[src/rtl/ball_motion_ctrl.sv]
// Ball motion controller: owns ball position and direction, reacts to collision
// codes from the detector, and sequences serve, movement and miss/re-serve.
module ball_motion_ctrl #(
    parameter logic [9:0]  START_X     = 10'd320,
    parameter logic [9:0]  START_Y     = 10'd272,
    parameter logic [9:0]  STEP        = 10'd2,
    parameter logic [19:0] TICK_DIV    = 20'd416667,
    parameter logic [7:0]  SERVE_TICKS = 8'd60,
    parameter logic [3:0]  RST_HOLD    = 4'd4
) (
    input  logic       Clk,
    input  logic       Reset_n,
    input  logic       GameEnable,
    input  logic [2:0] ColIn,
    output logic [9:0] ballPosX,
    output logic [9:0] ballPosY,
    output logic       ballPosReset,
    output logic       ScorePulse,
    output logic       MissPulse,
    output logic [1:0] StateOut
);

    typedef enum logic [1:0] {
        IDLE  = 2'd0,
        SERVE = 2'd1,
        MOVE  = 2'd2,
        MISS  = 2'd3
    } StateType;

    StateType   state;
    StateType   nextState;
    logic [19:0] tickCnt;
    logic [7:0]  serveCnt;
    logic [3:0]  holdCnt;
    logic [2:0]  lastCode;
    logic        dirX;
    logic        dirY;
    logic        running;
    logic        tick;
    logic        act;
    logic        missHit;

    // Saturating one-step move; the ball never wraps around the 10-bit range.
    function automatic logic [9:0] stepPos(input logic [9:0] pos, input logic dir);
        logic [10:0] sum;
        sum = {1'b0, pos} + {1'b0, STEP};
        if (dir)
            return (sum > 11'd1023) ? 10'd1023 : sum[9:0];
        else
            return (pos < STEP) ? 10'd0 : (pos - STEP);
    endfunction

    assign running = GameEnable && ((state == SERVE) || (state == MOVE));
    assign tick    = running && (tickCnt == TICK_DIV - 20'd1);
    // Detector holds its code for several cycles; only a fresh legal code counts.
    assign act     = GameEnable && (state == MOVE) && (ColIn != 3'd0) &&
                     (ColIn != lastCode) && (ColIn < 3'd6);
    assign missHit = act && (ColIn == 3'd4);

    always_ff @(posedge Clk or negedge Reset_n) begin
        if (!Reset_n)
            state <= IDLE;
        else
            state <= nextState;
    end

    always_comb begin
        nextState = state;
        case (state)
            IDLE:  if (GameEnable) nextState = SERVE;
            SERVE: if (tick && (serveCnt == SERVE_TICKS - 8'd1)) nextState = MOVE;
            MOVE:  if (missHit) nextState = MISS;
            MISS:  if (holdCnt == RST_HOLD - 4'd1) nextState = SERVE;
            default: nextState = IDLE;
        endcase
    end

    always_comb begin
        StateOut     = state;
        ballPosReset = (state == MISS);
    end

    always_ff @(posedge Clk or negedge Reset_n) begin
        if (!Reset_n) begin
            ballPosX   <= START_X;
            ballPosY   <= START_Y;
            dirX       <= 1'b1;
            dirY       <= 1'b1;
            tickCnt    <= '0;
            serveCnt   <= '0;
            holdCnt    <= '0;
            lastCode   <= '0;
            ScorePulse <= 1'b0;
            MissPulse  <= 1'b0;
        end else begin
            ScorePulse <= 1'b0;
            MissPulse  <= 1'b0;
            case (state)
                SERVE: begin
                    if (running) begin
                        tickCnt <= tick ? 20'd0 : tickCnt + 20'd1;
                        if (tick)
                            serveCnt <= (serveCnt == SERVE_TICKS - 8'd1) ? 8'd0 : serveCnt + 8'd1;
                    end
                end
                MOVE: begin
                    if (missHit) begin
                        tickCnt   <= '0;
                        MissPulse <= 1'b1;
                        ballPosX  <= START_X;
                        ballPosY  <= START_Y;
                        dirX      <= 1'b1;
                        dirY      <= 1'b1;
                        lastCode  <= '0;
                        holdCnt   <= '0;
                    end else if (GameEnable) begin
                        tickCnt <= tick ? 20'd0 : tickCnt + 20'd1;
                        if (tick) begin
                            ballPosX <= stepPos(ballPosX, dirX);
                            ballPosY <= stepPos(ballPosY, dirY);
                        end
                        if (ColIn == 3'd0) begin
                            lastCode <= '0;
                        end else if (act) begin
                            lastCode <= ColIn;
                            case (ColIn)
                                3'd1: begin
                                    dirX       <= 1'b0;
                                    ScorePulse <= 1'b1;
                                end
                                3'd2: dirY <= 1'b0;
                                3'd3: dirY <= 1'b1;
                                3'd5: dirX <= 1'b1;
                                default: ;
                            endcase
                        end
                    end
                end
                MISS: holdCnt <= holdCnt + 4'd1;
                default: ;
            endcase
        end
    end

endmodule
[config.mk]
export PLATFORM = sky130hd
export DESIGN_NAME = ball_motion_ctrl
export DESIGN_NICKNAME = d
export VERILOG_FILES = /design/src/rtl/ball_motion_ctrl.sv
export SDC_FILE = /design/constraint.sdc
export NUM_CORES = 1
export LEC_CHECK = 0
export BUFFER_PORTS_ARGS = -buffer_cell sky130_fd_sc_hd__buf_4
export CAP_MARGIN = 20
export CORE_AREA = 2 2 114 116
export DETAILED_ROUTE_END_ITERATION = 10
export DIE_AREA = 0 0 116 118
export HOLD_SLACK_MARGIN = 0.03
export PLACE_DENSITY = 0.6
export RECOVER_POWER = 50
export REMOVE_ABC_BUFFERS = 1
export SYNTH_ARGS = -nofsm -noshare
export SYNTH_HDL_FRONTEND = slang
export SYNTH_SLANG_ARGS = --single-unit
export TNS_END_PERCENT = 5
[constraint.sdc]
create_clock -name Clk -period 3.55 [get_ports Clk]
set_clock_uncertainty 0.15 [all_clocks]
set_input_delay 0.71 -clock Clk [delete_from_list [all_inputs] [get_ports Clk]]
set_output_delay 0.71 -clock Clk [all_outputs]
set_load 0.02 [all_outputs]
# [Word-level counts from Yosys, hierarchy flattened]
# Cells that the tools add are included.
[word_totals] reg_bits=61 latch_bits=0 ram_bits=0 rom_bits=0 inputBits=6 output_inout_bits=25 wordCells=117 n_memories=0
[classes] addsub=7 n_mul=0 div=0 n_lt_le_gt_ge=5 n_eq_ne=19 n_shift=0 muxes=47 n_bitwise=0 reduce_logical=28
[ops] operator="2-to-1 mux 10 bit" count=12
[ops] operator="2-to-1 mux 20 bit" count=4
[ops] operator="case mux 20 bit (2 select lines)" count=1
[ops] operator="adder 10 x 2 -> 11 bit (second input constant)" count=2
[ops] operator="> comparator 11 x 10 -> 1 bit (second input constant)" count=2
[ops] operator="adder 20 x 1 -> 20 bit (second input constant)" count=1
[ops] operator="equality test 20 x 19 -> 1 bit (second input constant)" count=1
[ops] operator="less-than comparator 10 x 2 -> 1 bit (second input constant)" count=2
[ops] operator="subtractor 10 x 2 -> 10 bit (second input constant)" count=2
[ops] operator="2-to-1 mux 1 bit" count=16
[ops] operator="2-to-1 mux 3 bit" count=4
[ops] operator="AND reduction 3 bit" count=4
[ops] operator="nonzero test 3 bit" count=4
[ops] operator="AND reduction 5 bit" count=2
[ops] operator="nonzero test 2 bit" count=5
[ops] operator="adder 8 x 1 -> 8 bit (second input constant)" count=1
[ops] operator="equality test 8 x 6 -> 1 bit (second input constant)" count=1
[ops] operator="logical AND 1 bit" count=8
[ops] operator="2-to-1 mux 2 bit" count=4
[ops] operator="2-to-1 mux 8 bit" count=1
[ops] operator="inequality test 2 bit (second input constant)" count=4
[ops] operator="case mux 2 bit (4 select lines)" count=1
[ops] operator="case mux 4 bit (2 select lines)" count=1
[ops] operator="equality test 3 x 2 -> 1 bit (second input constant)" count=2
[ops] operator="17 further kinds" count=21

# [Longest topological paths before layout]
[logic_depth] ltp_word=10 ltp_mapped=12 ltp_nobuf=10

# [Least setup slack after synthesis]
# No wires, ideal clock.
[synth_timing] path_kind="register -> register" from="reg ballPosX[2]" to="reg ballPosX[7]" setup_ns=0.123 arrival_ns=2.724 setup_slack_ns=0.553 stages_incl_launch_ff=10 period_less_slack_ns=2.997 cell_sequence="dfrtp_1 ha_1 buf_2 and4_1 nand3b_1 a22o_1 or4b_2 a21boi_1 a31oi_1 o221a_2"
[synth_between] elab_chain_cells=7 word_cells_on_any_way=10
[synth_rtl] item="start: declaration" line_no="15" rtl="output logic [9:0] ballPosX,"
[synth_rtl] item="start signal: assignment" line_no="119" rtl="ballPosX <= stepPos(ballPosX, dirX);"
[synth_rtl] item="adder 10 x 2 -> 11 bit" line_no="46" rtl="sum = {1'b0, pos} + {1'b0, STEP};"
[synth_rtl] item="> comparator 11 x 10 -> 1 bit" line_no="48" rtl="return (sum > 11'd1023) ? 10'd1023 : sum[9:0];"
[synth_rtl] item="2-to-1 mux 10 bit" line_no="48"
[synth_rtl] item="2-to-1 mux 10 bit (*)" line_no="47" rtl="if (dir)"
[synth_rtl] item="2-to-1 mux 10 bit (*)" line_no="118" rtl="if (tick) begin"
[synth_rtl] item="2-to-1 mux 10 bit (*)" line_no="116" rtl="end else if (GameEnable) begin"
[synth_rtl] item="2-to-1 mux 10 bit (*)" line_no="107" rtl="if (missHit) begin"
# Mark *: on every way between the ends. The rest lies on a longest branch, timed or not. The select of a mux whose other input is x is not followed.
# A chain may end at the register's enable or synchronous reset.

# [Final worst setup path]
[layout_timing] from="reg ballPosX[1]" to="reg ballPosX[7]"
# Same word-level chain as after synthesis.

==> flow_summary.ini <==
[outcome]
status = complete, but fails checks
violations = max-capacitance violations, max-slew violations

[setup_path]
r2r-end = ballPosX[7]
path_buf_inv = 1
critPathLaunchType = flip-flop
critPathTopFamily = compound AO/OA/AOI/OAI gates
cp.required_ns = 3.62
crit_end = ballPosX[7]
rrSetupSlack_ns = 0.45
critPathLaunch = ballPosX[1]
crit_path_max_incr_delay_ns = 0.65
cp-end-kind = flip-flop
cpMaxStageDelayCell = or4b_2
cp.depth = 8
r2r-start = ballPosX[1]
cp.arrival_ns = 3.17
crit_fanout = 12
path_cells = clkbuf_1 > and4b_1 > a32oi_1 > a22o_1 > or4b_2 > a21boi_1 > a31oi_1 > o221a_2
reg2regPathDepth = 8
crit_type = reg -> reg

[placed_design]
hpwl_mm = 7.77
numPlacedInstances = 709
gp_congestion = 0.859
pre_cts_slack_ns = 0.411
placed_area_sq_um = 4680
portBuffers = 30

[cells_and_area]
antenna_cells = 0
nNetsFinal = 569
synthToLayoutAreaGrowth_pct = 15.1
final_cells = 725
postLayoutCellArea_sq_um = 4940
drive_gt1_share_pct = 12.7

[clock_network]
clk_latency_ns = 0.33
cts_setup_buffers = 0
cts_resized = 0
cts.path.max_buffers = 2
cts_tree = yes
hold_buffers = 0
htreeDepth = 3
cts-root-buf = clkbuf_16
cts_made_buffers = 9
cts_sinks = 61
path_clk_slew_ns = 0.06

[synthesis]
yosysSeqAreaShare_pct = 35.7
synth_common_cells = 55 x dfrtp_1, 54 x nand2_1, 50 x o21ai_0, 48 x nor2_1, 35 x a21oi_1
netlist_area_sq_um = 4290
async_flop_share_pct = 100
synth_cells = 530
post-synth-top-area-cell = dfrtp_1
synth_top_area_share_pct = 32.1
synth_flop_cell = dfrtp_1
synth_cell_types = 66
yosysMostFrequentCell = dfrtp_1
synth_area_leaders = dfrtp_1 32%, o21ai_0 5.8%, nand2_1 4.7%
synth_warnings = 0
synth_seq_cells = 61
synth_edf_count = 0
syn_area_per_cell_sq_um = 8.10

[drt]
drt_iter0_drc = 173
first_pass_iters = 6
drc = 0
routed_wl_mm = 11.1
avgRoutedWirePerCell_um = 15.3
ant_nets = 0
avgViaCountPerCell = 5.54
vias = 4017

[timing]
rsz0062_at_grt = false
min_period_ns = 3.10
fin_tns_setup_ns = 0
timing.fmax_ghz = 0.323
worst_pin_slew_ns = 1.59
hold_viol = 0
slew_headroom_pct = -5.81
hold_ws_ns = 0.325
setup_viol = 0
setup_ws_ns = 0.451
drv_slew = 62
min_period_over_period_pct = 87.3

[global_routing]
grt_pass1_wl_mm = 18.9
grt_usage_pct = 16.9
grt_overflow = 0
grt_antenna_before_repair = 0
grt_pass1_vias = 3836
grt_start_max_net_pins = 62

[pwr]
p_per_area_nw_per_um2 = 353
p_leak_nw = 2.00
max-vdd-ir-drop_mv = 0.177

[floorplanning]
die_area_sq_um = 13700
die_y_um = 118
initial_core_util_pct = 34.6
die_w_um = 116
rows = 41
core_area_sq_um = 12400
io_pins = 31

[worst_hold_path]
hold_path_startpoint = serveCnt[7]
hold_path_class = reg -> reg

[run]
cap_violations = 1
final cells by class:
| class | instances | area, sq um |
|---|---|---|
| fill | 1309 | 7470 |
| timing repair buffer | 43 | 283 |
| sequential | 61 | 1530 |
| multi-input combinational | 416 | 2540 |
| inverter | 17 | 63.8 |
| clock buffer | 10 | 229 |
| clock inverter | 6 | 71.3 |
| tap | 172 | 215 |
state kept, by name, indices dropped and copies added (netlist names):
| signal | count |
|---|---|
| ScorePulse | 1 |
| MissPulse | 1 |
| lastCode | 3 |
| serveCnt | 8 |
| dirY | 1 |
| tickCnt | 20 |
| dirX | 1 |
| ballPosX | 10 |
| ballPosY | 10 |
| StateOut | 2 |
| holdCnt | 4 |
cells by family after synthesis:
group	after synthesis	synth area share (%)
adder cells (fa/ha/maj)	15	4.37
AO/OA/AOI/OAI	144	20.6
AND/OR/NAND/NOR	226	27.5
flip-flops	61	35.7
multiplexers	8	2.01
buffers and inverters	53	5.01
XOR/XNOR	23	4.69
power breakdown:
group          internal, W  leakage, nW  switching (W)  total (W)
clock network     0.000548        0.139       0.000344   0.000892
logic            0.0000376         1.07      0.0000545  0.0000921
registers         0.000724        0.791      0.0000351   0.000759
total              0.00131         2.00       0.000434    0.00174
cell usage in the layout, fill, tap and decap left out, types with 5 or more instances in the layout:
cell / count
dfrtp_1: 55
nand2_1: 54
o21ai_0: 50
nor2_1: 48
a21oi_1: 35
buf_4: 32
nand3_1: 25
nor3_1: 19
inv_1: 16
ha_1: 15
xnor2_1: 13
o31ai_1: 11
clkbuf_1: 11
nor2b_1: 10
xor2_1: 10
a31oi_1: 9
and3_1: 9
clkbuf_16: 9
nand4_1: 7
o211ai_1: 6
nand2b_1: 6
or3_1: 6
dfstp_2: 6
and2_1: 5
mux2_2: 5
or4_1: 5
worst min path at each step:
stage,end,slack (ns),cells after the start
2_1_floorplan,MissPulse,0.26,0
3_3_place_gp,serveCnt[7],0.32,1
3_5_place_dp,serveCnt[7],0.31,1
4_1_cts,serveCnt[7],0.33,1
5_1_grt,serveCnt[7],0.34,1
6_report,serveCnt[7],0.33,1
per-stage QoR:
stage | utilization (%) | power (W)
finish | 39.8 | 0.00174
global route | 39.8 | 0.00182
CTS | 40.1 | 0.00177
detailed placement | 37.7 | 0.000865
global placement | 37.7 | 0.000861
floorplan | - | 0.000819
metal layers:
layer | vias to the layer above | part of all wire [%] | track usage, %
met2 | 88 | 49 | 26.6
met1 | 1962 | 46 | 23.5
met5 | - | 0 | 0
met4 | 0 | 1.0 | 5.13
met3 | 11 | 4.0 | 3.30
li1 | 1956 | - | -
(Power assumes the default switching activity.)
